File: config.mk
export PLATFORM = sky130hd
export DESIGN_NAME = fifo_reader
export DESIGN_NICKNAME = d
export VERILOG_FILES = /design/src/rtl/fifo_reader.sv
export SDC_FILE = /design/constraint.sdc
export NUM_CORES = 1
export LEC_CHECK = 0
export BUFFER_PORTS_ARGS = -buffer_cell sky130_fd_sc_hd__buf_2
export CAP_MARGIN = 30
export CORE_UTILIZATION = 51
export DETAILED_ROUTE_END_ITERATION = 16
export GPL_TIMING_DRIVEN = 0
export PLACE_DENSITY = 0.86
export SLEW_MARGIN = 20
export SYNTH_ARGS = -nofsm -noshare
export SYNTH_HDL_FRONTEND = slang
export SYNTH_SLANG_ARGS = --single-unit
File: constraint.sdc
create_clock -name clk -period 2.51 [get_ports clk]
set_input_delay 0.1255 -clock clk [delete_from_list [all_inputs] [get_ports clk]]
set_output_delay 0.1255 -clock clk [all_outputs]
set_load 0.01 [all_outputs]
File: src/rtl/fifo_reader.sv
// ---------------------------------------------------------------------------
// fifo_reader
//   Pulls words out of a synchronous FIFO (one-cycle read latency) and
//   presents them on a valid/ready stream. A 2-entry skid buffer absorbs the
//   read latency, so the block sustains one word per cycle while never
//   issuing a read that would not fit.
//
// Ports
//   clk           : single clock, rising edge
//   rst           : asynchronous active-high reset
//   en            : read enable; low stops new FIFO reads (in-flight data
//                   and buffered words still drain)
//   fifo_empty    : FIFO empty flag
//   fifo_data_out : FIFO read data, valid the cycle after fifo_rd_en
//   fifo_rd_en    : FIFO read strobe (combinational)
//   m_valid       : downstream word valid
//   m_data        : downstream word (buffer head)
//   m_ready       : downstream accept
//   word_count    : words accepted downstream, wraps modulo 2^CNT_WIDTH
//   busy          : a read is in flight or the buffer holds data
// ---------------------------------------------------------------------------
module fifo_reader #(
  parameter int DATA_WIDTH = 16,
  parameter int CNT_WIDTH  = 16
) (
  input  logic                  clk,
  input  logic                  rst,
  input  logic                  en,
  input  logic                  fifo_empty,
  input  logic [DATA_WIDTH-1:0] fifo_data_out,
  output logic                  fifo_rd_en,
  output logic                  m_valid,
  output logic [DATA_WIDTH-1:0] m_data,
  input  logic                  m_ready,
  output logic [CNT_WIDTH-1:0]  word_count,
  output logic                  busy
);

  logic [DATA_WIDTH-1:0] data_buf [2];
  logic                  head;
  logic                  tail;
  logic [1:0]            occ;
  logic                  inflight;
  logic                  pop;
  logic [2:0]            occ_next;

  assign pop     = m_valid && m_ready;
  assign m_valid = (occ != 2'd0);
  assign m_data  = data_buf[head];
  assign busy    = inflight || (occ != 2'd0);

  // Occupancy once this cycle's in-flight word lands and any pop leaves.
  // A new read is only allowed if that leaves room for its word next cycle.
  assign occ_next = {1'b0, occ} + {2'b00, inflight} - {2'b00, pop};

  // rst gates the strobe directly so no read is issued while reset is held,
  // even though en and fifo_empty may say otherwise.
  assign fifo_rd_en = !rst && en && !fifo_empty && (occ_next < 3'd2);

  always_ff @(posedge clk or posedge rst) begin
    if (rst) begin
      occ        <= 2'd0;
      inflight   <= 1'b0;
      head       <= 1'b0;
      tail       <= 1'b0;
      word_count <= '0;
    end else begin
      // NOTE: non-blocking assignments keep every register reading the
      // pre-edge values of the others, independent of statement order.
      inflight <= fifo_rd_en;
      occ      <= occ_next[1:0];
      if (inflight) tail <= ~tail;
      if (pop) begin
        head       <= ~head;
        word_count <= word_count + {{(CNT_WIDTH-1){1'b0}}, 1'b1};
      end
    end
  end

  // NOTE: the data storage is deliberately left out of reset; occ alone
  // decides which entries are meaningful, so stale contents are harmless.
  always_ff @(posedge clk) begin
    if (inflight) data_buf[tail] <= fifo_data_out;
  end

endmodule

==> out/qor.txt, run 1 <==
Status = complete, no violations
Final GP Congestion = 0.746
Crit path from = occ[1]
Clock power share = 18.6%
Total of max-cap violations = 0
Clk_skew = 0.00873 ns
Largest area contributor in the netlist = edfxtp_1
Netlist cell types = 22
Clock-pin slew on the worst setup and hold paths = 0.09 ns
Crit. End Element = primary output
First-pass GRT wire length = 5440 µm
Critical path buffer and inverter count = 3
Compound-Gate Fraction of Synth Area = 0.768%
Gr ovfl total = 0
Largest family of logic cells by synthesized area = simple AND/OR/NAND/NOR gates
Core area = 4000 µm²
Synth top cells by count = 32 x edfxtp_1, 21 x dfrtp_1, 16 x mux2_2, 13 x xnor2_1, 8 x nand2_1
FF-to-FF setup slack = 0.40 ns
Ys flop type = edfxtp_1
Crit path kind = flip-flop to primary output
Tmin final = 2.45 ns
P&R area growth vs syn = 27.5%
Synthesis warning total = 0
HPWL Detailed = 2470 µm
Post-DR wirelength/cell = 14.1 µm
Fmax = 0.408 GHz
Initial Util = 53.0%
Vias in the first global route = 1166
Synth Area per Inst = 15.9 µm²
Slowest CP cell = fa_1
Worst r2r dst = inflight
CP cell instances = o21ai_4, inv_2, ha_4, inv_2, ha_4, fa_1, nor2_1, and4_1, buf_2
Die ar. = 4410 µm²
Final Util = 67.5%
Crit path to = fifo_rd_en
Remaining DRCs = 0
Worst EP arrival = 2.32 ns
Routed via count = 1289
Die Wd = 66.4 µm
Drt via density = 4.94
Die height = 66.4 µm
Register share of total power = 48.2%
Most common cell in the netlist = edfxtp_1
DRT antenna net count = 0
Layout cells sized above 1 = 46.4%
IR drop worst, VDD = 0.000563 V
Psw = 0.748 mW
Synth top area share = 45.4%
Num Clock Sinks = 53
Total power = 2.41 mW
Initial antenna violation count = 0
Clk buf depth = 2
Logic gate share of total power = 33.1%
Fin. Hold Viols = 0
Simple-gate share of the synthesized area = 8.68%
Cells after synthesis = 133
Pwr Density = 893 nW/µm²
Worst skew pair latency = 0.30 ns
Worst Path Required = 2.38 ns
Nets = 235
Pre-Repair DR Iteration Count = 4
Worst Tran Pin Value = 0.808 ns
H-tree Lvls = 2
Max Slew Vio Count = 0
Ys async rst share = 39.6%
Syn_nets = 158
Cell area after synthesis = 2120 µm²
Sw Share = 31.0%
Ports = 56
Critical-path maximum fanout = 3
Rel. slew slack = 46.1%
Crit path largest cell delay = 0.47 ns
Adder-cell share of the synthesized area = 2.72%
Sequential cell area fraction in the yosys report = 70.2%
Synthesized flop and latch total = 53
Final setup viols = 0
Post-synthesis mux area share = 8.51%
Crit start category = flip-flop
Initial DRC Count = 54
CP delay by family, top = adder cells
Largest net degree at the start of global routing = 23
Post-synthesis xor/xnor area fraction = 7.44%
Total GRT Usage = 17.2%
LEAKAGE = 1.16 nW
Unrepaired setup endpoints after global routing = yes
TritonCTS clock tree = built
Critical Path Stages = 9
Port bufs = 55
CTS root buf = clkbuf_8
Site row count = 23
R2r startpoint = occ[1]
Number of diodes = 0
Register-to-Register Path Depth = 9
Worst hold path class = input pin to flip-flop
Synth area leaders = edfxtp_1 45%, dfrtp_1 25%, mux2_2 8.5%
Routed wire length = 3690 µm
CTS buffer count = 5
Internal = 1.66 mW
Fin crit share = 97.5%
EDFF count, synth = 32
## cell type report
class / instances / area, µm²
clock buffer: 6 / 72.6
clock inverter: 2 / 11.3
timing repair buffer: 70 / 408
tap: 50 / 62.6
buffer: 2 / 10.0
multi-input combinational: 71 / 623
inverter: 7 / 26.3
sequential: 53 / 1490
fill: 289 / 1300
## metrics by stage
stage	setup slack [ns]	area (µm²)	hold WS (ns)	TNS (ns)	instances
global route	-0.0667	2700	-0.0000483	-0.0667	261
floorplan	0.264	2120	0.108	0	133
global placement	0.0293	2460	0.310	0	238
finish	0.0617	2700	0.0166	0	261
CTS	0.0111	2590	0.00453	0	251
detailed placement	0.0115	2460	0.317	0	238
## metal layers
layer / vias up / routed length, µm / track usage (%)
met5: - / 0 / 0
met4: 0 / 8 / 5.32
met3: 2 / 167 / 6.21
met2: 37 / 1850 / 26.0
met1: 625 / 1660 / 23.1
li1: 625 / - / -
## power by group through the flow
stage	Sequential (mW)	Combinational, mW	Clock [mW]
after floorplan	1.19	0.434	0
after global placement	1.18	0.660	0
final	1.16	0.799	0.449
after detailed placement	1.19	0.682	0
after CTS	1.16	0.731	0.463
after global routing	1.18	0.884	0.506
## kinds of logic (layout without fill, tap and decap cells)
logic type	after synthesis	count (layout)
adders and majority gates	4	4
muxes	16	16
and+or+nand+nor	32	32
AOI/OAI and AO/OA	1	1
xor gates and xnor gates	18	18
buffers and inverters	9	87
DFF	53	53
## registers in the layout (all words and copies together), names as in the netlist
register / count
occ: 2
inflight: 1
word_count: 16
tail: 1
data_buf: 32
head: 1
## worst min path at each step
stage	start	endpoint	slack [ns]	depth (start not counted)
after floorplan	rst	head	0.11	1
after global placement	rst	word_count[13]	0.31	2
after detailed placement	rst	word_count[13]	0.32	2
after CTS	fifo_data_out[13]	data_buf[0][13]	0.005	1
after global routing	fifo_data_out[14]	data_buf[1][14]	-0.00005	1
final	fifo_data_out[8]	data_buf[1][8]	0.02	1
## repair_timing
| item | 4_1_cts | 5_1_grt |
|---|---|---|
| gates resized for setup | 2 | 4 |
| hold endpoints to repair | 23 | 12 |
| pin swaps | 2 | 6 |
| hold buffers | 2 | 6 |
| endpoints found under the setup margin | 1 | 1 |
| buffers inserted | 3 | 4 |
## cell usage in the layout (no fill, tap or decap)
cell type and n:
nor3_2 1, xnor2_1 13, dlygate4sd3_1 8, dfrtp_1 20, ha_4 2, nor2_2 3
o21ai_4 1, buf_4 7, nand3_1 6, nand2_1 8, inv_2 2, clkinvlp_4 1
dfrtp_2 1, clkbuf_8 5, nor3_4 1, ha_1 1, mux2_2 16, and2_1 1
clkbuf_1 1, or3_1 1, fa_1 1, xor2_1 5, edfxtp_1 32, and4_1 2
and3_1 1, nor2_1 2, inv_1 5, clkinv_1 1, buf_2 57, nand4_1 5
or2_2 1
Power figures use the tool's default switching activity.
==> run 2: changes to the inputs <==
- CORE_ASPECT_RATIO: default -> 1.25
==> run 2 against run 1 <==
  * Non-clock buffer count down 8
  * Die area about the same
  * Sequential power about the same
  * Combinational power down 1%
  * Global-route usage up 0.68 points
  * Critical path depth unchanged
  * Highest routed layer unchanged
  * Worst setup slack better by 0.0016 ns
  * Cell count down 1.5%
  * Clock-buffer cell count unchanged
  * Critical endpoint unchanged
  * Largest cell class unchanged
  * Critical path type unchanged
  * Sequential share of layout area up 0.88 points
==> out/qor.txt, run 2 (same netlist as run 1, synthesis figures left out) <==
Fin. Hold Viols = 0 (unchanged)
Critical-path maximum fanout = 2 (was 3)
Vias in the first global route = 1283 (was 1166)
P&R area growth vs syn = 25.5% (was 27.5%)
Critical path buffer and inverter count = 3 (unchanged)
Port bufs = 55 (unchanged)
Clock power share = 22.1% (was 18.6%)
R2r startpoint = occ[1] (unchanged)
Crit start category = flip-flop (unchanged)
Most common cell after layout, fill and taps aside = buf_2 (unchanged)
Slowest CP cell = fa_1 (unchanged)
CTS buffer count = 5 (unchanged)
TritonCTS clock tree = built (unchanged)
Core area = 3880 µm² (was 4000 µm²)
DRT antenna net count = 0 (unchanged)
Worst Tran Pin Value = 0.797 ns (was 0.808 ns)
Clk buf depth = 2 (unchanged)
Min setup slack post-route = 0.0633 ns (was 0.0617 ns)
Biggest regs = data_buf: 32 flops, word_count: 16 flops, occ: 2 flops (unchanged)
Psw = 0.757 mW (was 0.748 mW)
Status = complete, no violations (unchanged)
Logic gate share of total power = 31.4% (was 33.1%)
CTS root buf = clkbuf_8 (unchanged)
LEAKAGE = 1.15 nW (was 1.16 nW)
Final Util = 68.5% (was 67.5%)
Worst hold start = fifo_data_out[0] (was fifo_data_out[8])
Pre-Repair DR Iteration Count = 4 (unchanged)
Internal = 1.76 mW (was 1.66 mW)
Final setup viols = 0 (unchanged)
Sw Share = 30.1% (was 31.0%)
Gr ovfl total = 0 (unchanged)
Fmax = 0.409 GHz (was 0.408 GHz)
HPWL Detailed = 2660 µm (was 2470 µm)
Crit path kind = flip-flop to primary output (unchanged)
Worst Path Required = 2.38 ns (about the same)
Pwr Density = 945 nW/µm² (was 893 nW/µm²)
Worst EP arrival = 2.32 ns (about the same)
Largest Register = data_buf (unchanged)
Initial Util = 54.6% (was 53.0%)
Pre-CTS setup slack = -0.0323 ns (was 0.0115 ns)
Crit. End Element = primary output (unchanged)
Total of max-cap violations = 0 (unchanged)
Routed via count = 1276 (was 1289)
Largest net degree at the start of global routing = 23 (unchanged)
CP delay by family, top = adder cells (unchanged)
Initial DRC Count = 37 (was 54)
Clock-pin slew on the worst setup and hold paths = 0.09 ns (about the same)
Fin crit share = 97.5% (about the same)
Nets = 227 (was 235)
Fillers = 323 (was 289)
Post-DR wirelength/cell = 14.5 µm (was 14.1 µm)
Initial antenna violation count = 0 (unchanged)
Max Slew Vio Count = 0 (unchanged)
H-tree Lvls = 2 (unchanged)
Clk_skew = 0.00423 ns (was 0.00873 ns)
First-pass GRT wire length = 5690 µm (was 5440 µm)
Routed wire length = 3740 µm (was 3690 µm)
Drt via density = 4.96 (was 4.94)
Die ar. = 4420 µm² (was 4410 µm²)
Max reg flops = 32 (unchanged)
Most frequent cells in the layout = 57 x buf_2, 32 x edfxtp_1, 20 x dfrtp_1, 16 x mux2_2, 13 x xnor2_1 (unchanged)
IR drop worst, VDD = 0.000583 V (was 0.000563 V)
Die Wd = 59.6 µm (was 66.4 µm)
CP cell instances = o21ai_4, inv_2, ha_4, inv_2, ha_4, fa_1, nor2_1, and4_1, buf_2 (unchanged)
Crit path from = occ[1] (unchanged)
Remaining DRCs = 0 (unchanged)
Tmin final = 2.45 ns (about the same)
Total power = 2.51 mW (was 2.41 mW)
Worst skew pair latency = 0.30 ns (about the same)
Site row count = 25 (was 23)
Layout cells sized above 1 = 47.8% (was 46.4%)
Final GP Congestion = 0.724 (was 0.746)
Crit path largest cell delay = 0.46 ns (was 0.47 ns)
Unrepaired setup endpoints after global routing = yes (unchanged)
Worst hold path class = input pin to flip-flop (unchanged)
Register share of total power = 46.5% (was 48.2%)
Ports = 56 (unchanged)
Total GRT Usage = 17.9% (was 17.2%)
Die height = 74.1 µm (was 66.4 µm)
Rel. slew slack = 46.8% (was 46.1%)
Num Clock Sinks = 53 (unchanged)
Number of diodes = 0 (unchanged)
-- run 2: cell types whose count changed in the layout (fill, tap and decap cells not counted) --
cell           delta
buf_4             -2
dlygate4sd3_1     -6
bufinv_16         +1
clkinv_4          +1
clkinv_1          -1
clkinvlp_4        -1
-- run 2: per-layer routing --
metal	up-vias	global-route usage [%]	part of all wire (%)
li1	609	-	-
met1	615	18.4	40
met2	46	34.0	53
met3	6	4.87	5.6
met4	0	6.20	1.4
met5	-	0	0
-- run 2: area by class of cell --
class | count | area (µm²) | area share [%]
buffer | 2 | 10.0 | 0.376
tap | 54 | 67.6 | 2.54
sequential | 53 | 1490 | 56.0
clock buffer | 6 | 72.6 | 2.73
multi-input combinational | 71 | 623 | 23.4
timing repair buffer | 62 | 333 | 12.5
inverter | 7 | 26.3 | 0.988
clock inverter | 2 | 38.8 | 1.46
-- run 2: worst register-to-register path: stages, from the launching register on --
cell and delay (ns):
dfrtp_2 0.44, o21ai_4 0.17, inv_2 0.07, ha_4 0.26, inv_2 0.03, ha_4 0.14, fa_1 0.40, xor2_1 0.15
and4_1 0.20
-- run 2: worst paths after layout --
| kind | slack, ns | cells after the start | endpoint |
|---|---|---|---|
| max reg2reg | 0.54 | 8 | inflight |
| min in group asynchronous | 0.51 | 3 | word_count[6] |
| min reg2reg | 0.47 | 1 | word_count[15] |
| max | 0.06 | 9 | fifo_rd_en |
| max in group asynchronous | 1.46 | 3 | occ[1] |
| min | 0.01 | 1 | data_buf[0][0] |
-- run 2: repair_timing --
action                                  CTS  global route
buffers inserted                          4             1
endpoints found under the hold margin    21             2
pin swaps                                 2             5
endpoints found under the setup margin    1             1
hold buffers                              1             1
gates resized for setup                   2             4
-- run 2: stage by stage --
step	area [µm²]	setup TNS (ns)	hold slack [ns]	cells
final	2660	0	0.0134	257
after global routing	2660	-0.0230	0.000866	257
after CTS	2620	0	0.00496	255
after detailed placement	2460	-0.0323	0.311	242
after global placement	2460	0	0.289	242
after floorplan	2120	0	0.108	133
-- run 2: power groups by stage --
stage | sequential (mW) | clock (mW) | combinational, mW
global placement | 1.17 | 0 | 0.653
finish | 1.17 | 0.555 | 0.789
floorplan | 1.19 | 0 | 0.434
global route | 1.18 | 0.598 | 0.865
detailed placement | 1.19 | 0 | 0.688
CTS | 1.17 | 0.568 | 0.763
==> run 3: changes to the inputs <==
- CORE_UTILIZATION: 51 -> 45
- CTS_BUF_LIST: default -> sky130_fd_sc_hd__clkbuf_8
- PLACE_DENSITY: 0.86 -> 0.78
==> run 3 against run 2 <==
  * Cell count increased by 2.3%
  * First-iteration DRC count increased by 8.1%
  * Utilization decreased by 8.9 points
  * Largest power group unchanged
==> out/qor.txt, run 3 (same netlist as run 1, synthesis figures left out) <==
Tmin final = 2.43 ns (was 2.45 ns)
Total power = 2.40 mW (was 2.51 mW)
H-tree Lvls = 2 (unchanged)
First-pass GRT wire length = 5550 µm (was 5690 µm)
Min setup slack post-route = 0.0807 ns (was 0.0633 ns)
Port bufs = 55 (unchanged)
DRT antenna net count = 0 (unchanged)
Fmax = 0.412 GHz (was 0.409 GHz)
Worst Path Required = 2.38 ns (about the same)
Hold slack = 0.0154 ns (was 0.0134 ns)
Core area = 4460 µm² (was 3880 µm²)
Initial Util = 47.5% (was 54.6%)
Largest Register = data_buf (unchanged)
Worst EP arrival = 2.30 ns (was 2.32 ns)
Die Wd = 63.4 µm (was 59.6 µm)
Worst hold path class = input pin to flip-flop (unchanged)
Initial DRC Count = 40 (was 37)
Nets = 229 (was 227)
Critical-path maximum fanout = 2 (unchanged)
Num Clock Sinks = 53 (unchanged)
Most common cell after layout, fill and taps aside = buf_2 (unchanged)
Final Util = 59.6% (was 68.5%)
Number of diodes = 0 (unchanged)
Most frequent cells in the layout = 57 x buf_2, 32 x edfxtp_1, 20 x dfrtp_1, 16 x mux2_2, 13 x xnor2_1 (unchanged)
Pwr Density = 901 nW/µm² (was 945 nW/µm²)
Final setup viols = 0 (unchanged)
Pre-CTS setup slack = -0.0313 ns (was -0.0323 ns)
TritonCTS clock tree = built (unchanged)
Clk_skew = 0.00625 ns (was 0.00423 ns)
Total of max-cap violations = 0 (unchanged)
Max reg flops = 32 (unchanged)
HPWL Detailed = 2400 µm (was 2660 µm)
Post-DR wirelength/cell = 13.2 µm (was 14.5 µm)
Site row count = 27 (was 25)
Remaining DRCs = 0 (unchanged)
Total GRT Usage = 14.5% (was 17.9%)
IR drop worst, VDD = 0.000565 V (was 0.000583 V)
Biggest regs = data_buf: 32 flops, word_count: 16 flops, occ: 2 flops (unchanged)
CTS buffer count = 5 (unchanged)
Ports = 56 (unchanged)
Layout cells sized above 1 = 47.3% (was 47.8%)
Worst hold start = fifo_data_out[15] (was fifo_data_out[0])
R2r startpoint = occ[1] (unchanged)
Clock-pin slew on the worst setup and hold paths = 0.09 ns (about the same)
Final GP Congestion = 0.692 (was 0.724)
Crit start category = flip-flop (unchanged)
Die ar. = 4990 µm² (was 4420 µm²)
Fin. Hold Viols = 0 (unchanged)
Unrepaired setup endpoints after global routing = yes (unchanged)
Die height = 78.7 µm (was 74.1 µm)
Crit path from = occ[1] (unchanged)
Final Cell Area = 2660 µm² (unchanged)
Pre-Repair DR Iteration Count = 3 (was 4)
Clk buf depth = 2 (unchanged)
Rel. slew slack = 46.9% (was 46.8%)
Crit path kind = flip-flop to primary output (unchanged)
Largest net degree at the start of global routing = 23 (unchanged)
Routed via count = 1272 (was 1276)
Crit. End Element = primary output (unchanged)
Fin crit share = 96.8% (was 97.5%)
Routed wire length = 3460 µm (was 3740 µm)
Worst skew pair latency = 0.29 ns (was 0.30 ns)
Vias in the first global route = 1194 (was 1283)
P&R area growth vs syn = 25.5% (unchanged)
Drt via density = 4.84 (was 4.96)
Worst Tran Pin Value = 0.796 ns (was 0.797 ns)
Gr ovfl total = 0 (unchanged)
CTS root buf = clkbuf_8 (unchanged)
Dpl cell area = 2470 µm² (was 2460 µm²)
Max Slew Vio Count = 0 (unchanged)
LEAKAGE = 1.14 nW (was 1.15 nW)
Status = complete, no violations (unchanged)
Initial antenna violation count = 0 (unchanged)
run 3: repair_timing:
item,CTS,global route
endpoints found under the hold margin,21,6
hold buffers,1,3
endpoints found under the setup margin,1,1
pin swaps,2,5
gates resized for setup,1,5
buffers inserted,3,2
run 3: critical path, stage by stage, from the launching register on:
cell and delay (ns):
dfrtp_2 0.43, o21ai_4 0.17, inv_2 0.07, ha_4 0.26, inv_2 0.04, ha_4 0.14, fa_1 0.47, nor2_1 0.10
and4_1 0.18, buf_2 0.13
run 3: through the flow:
stage,setup TNS (ns),std cells
after floorplan,0,133
after global placement,0,246
after detailed placement,-0.0313,246
after CTS,0,258
after global routing,-0.0528,263
final,0,263
run 3: where the power goes:
group / leakage, nW / switching [mW] / internal, mW / total (mW)
clock: 0.0417 / 0.257 / 0.192 / 0.449
sequential: 0.562 / 0.109 / 1.05 / 1.16
combinational: 0.536 / 0.380 / 0.403 / 0.783
run 3: layout make-up:
cell class | instances | area, µm²
plain buffers | 2 | 10.0
clock buffers | 5 | 68.8
clock inverters | 3 | 17.5
fillers | 383 | 1800
inverters | 7 | 26.3
multi-input cells | 71 | 623
flip-flops and latches | 53 | 1490
well taps | 58 | 72.6
repair buffers | 64 | 353
run 3: layer usage:
layer | wire length, µm | track usage (%) | vias to the layer above
met3 | 143 | 4.02 | 0
met4 | 0 | 3.41 | 0
met2 | 1750 | 24.6 | 40
met1 | 1570 | 18.3 | 620
met5 | 0 | 0 | -
li1 | - | - | 612
run 3: path summary, 6_finish.rpt:
| path | endpoint | slack (ns) | depth (start not counted) |
|---|---|---|---|
| setup / recovery | fifo_rd_en | 0.08 | 9 |
| setup reg to reg | inflight | 0.54 | 8 |
| max in group asynchronous | occ[1] | 1.45 | 3 |
| hold reg to reg | word_count[15] | 0.49 | 1 |
| min in group asynchronous | word_count[11] | 0.51 | 3 |
| hold / removal | data_buf[0][15] | 0.02 | 1 |
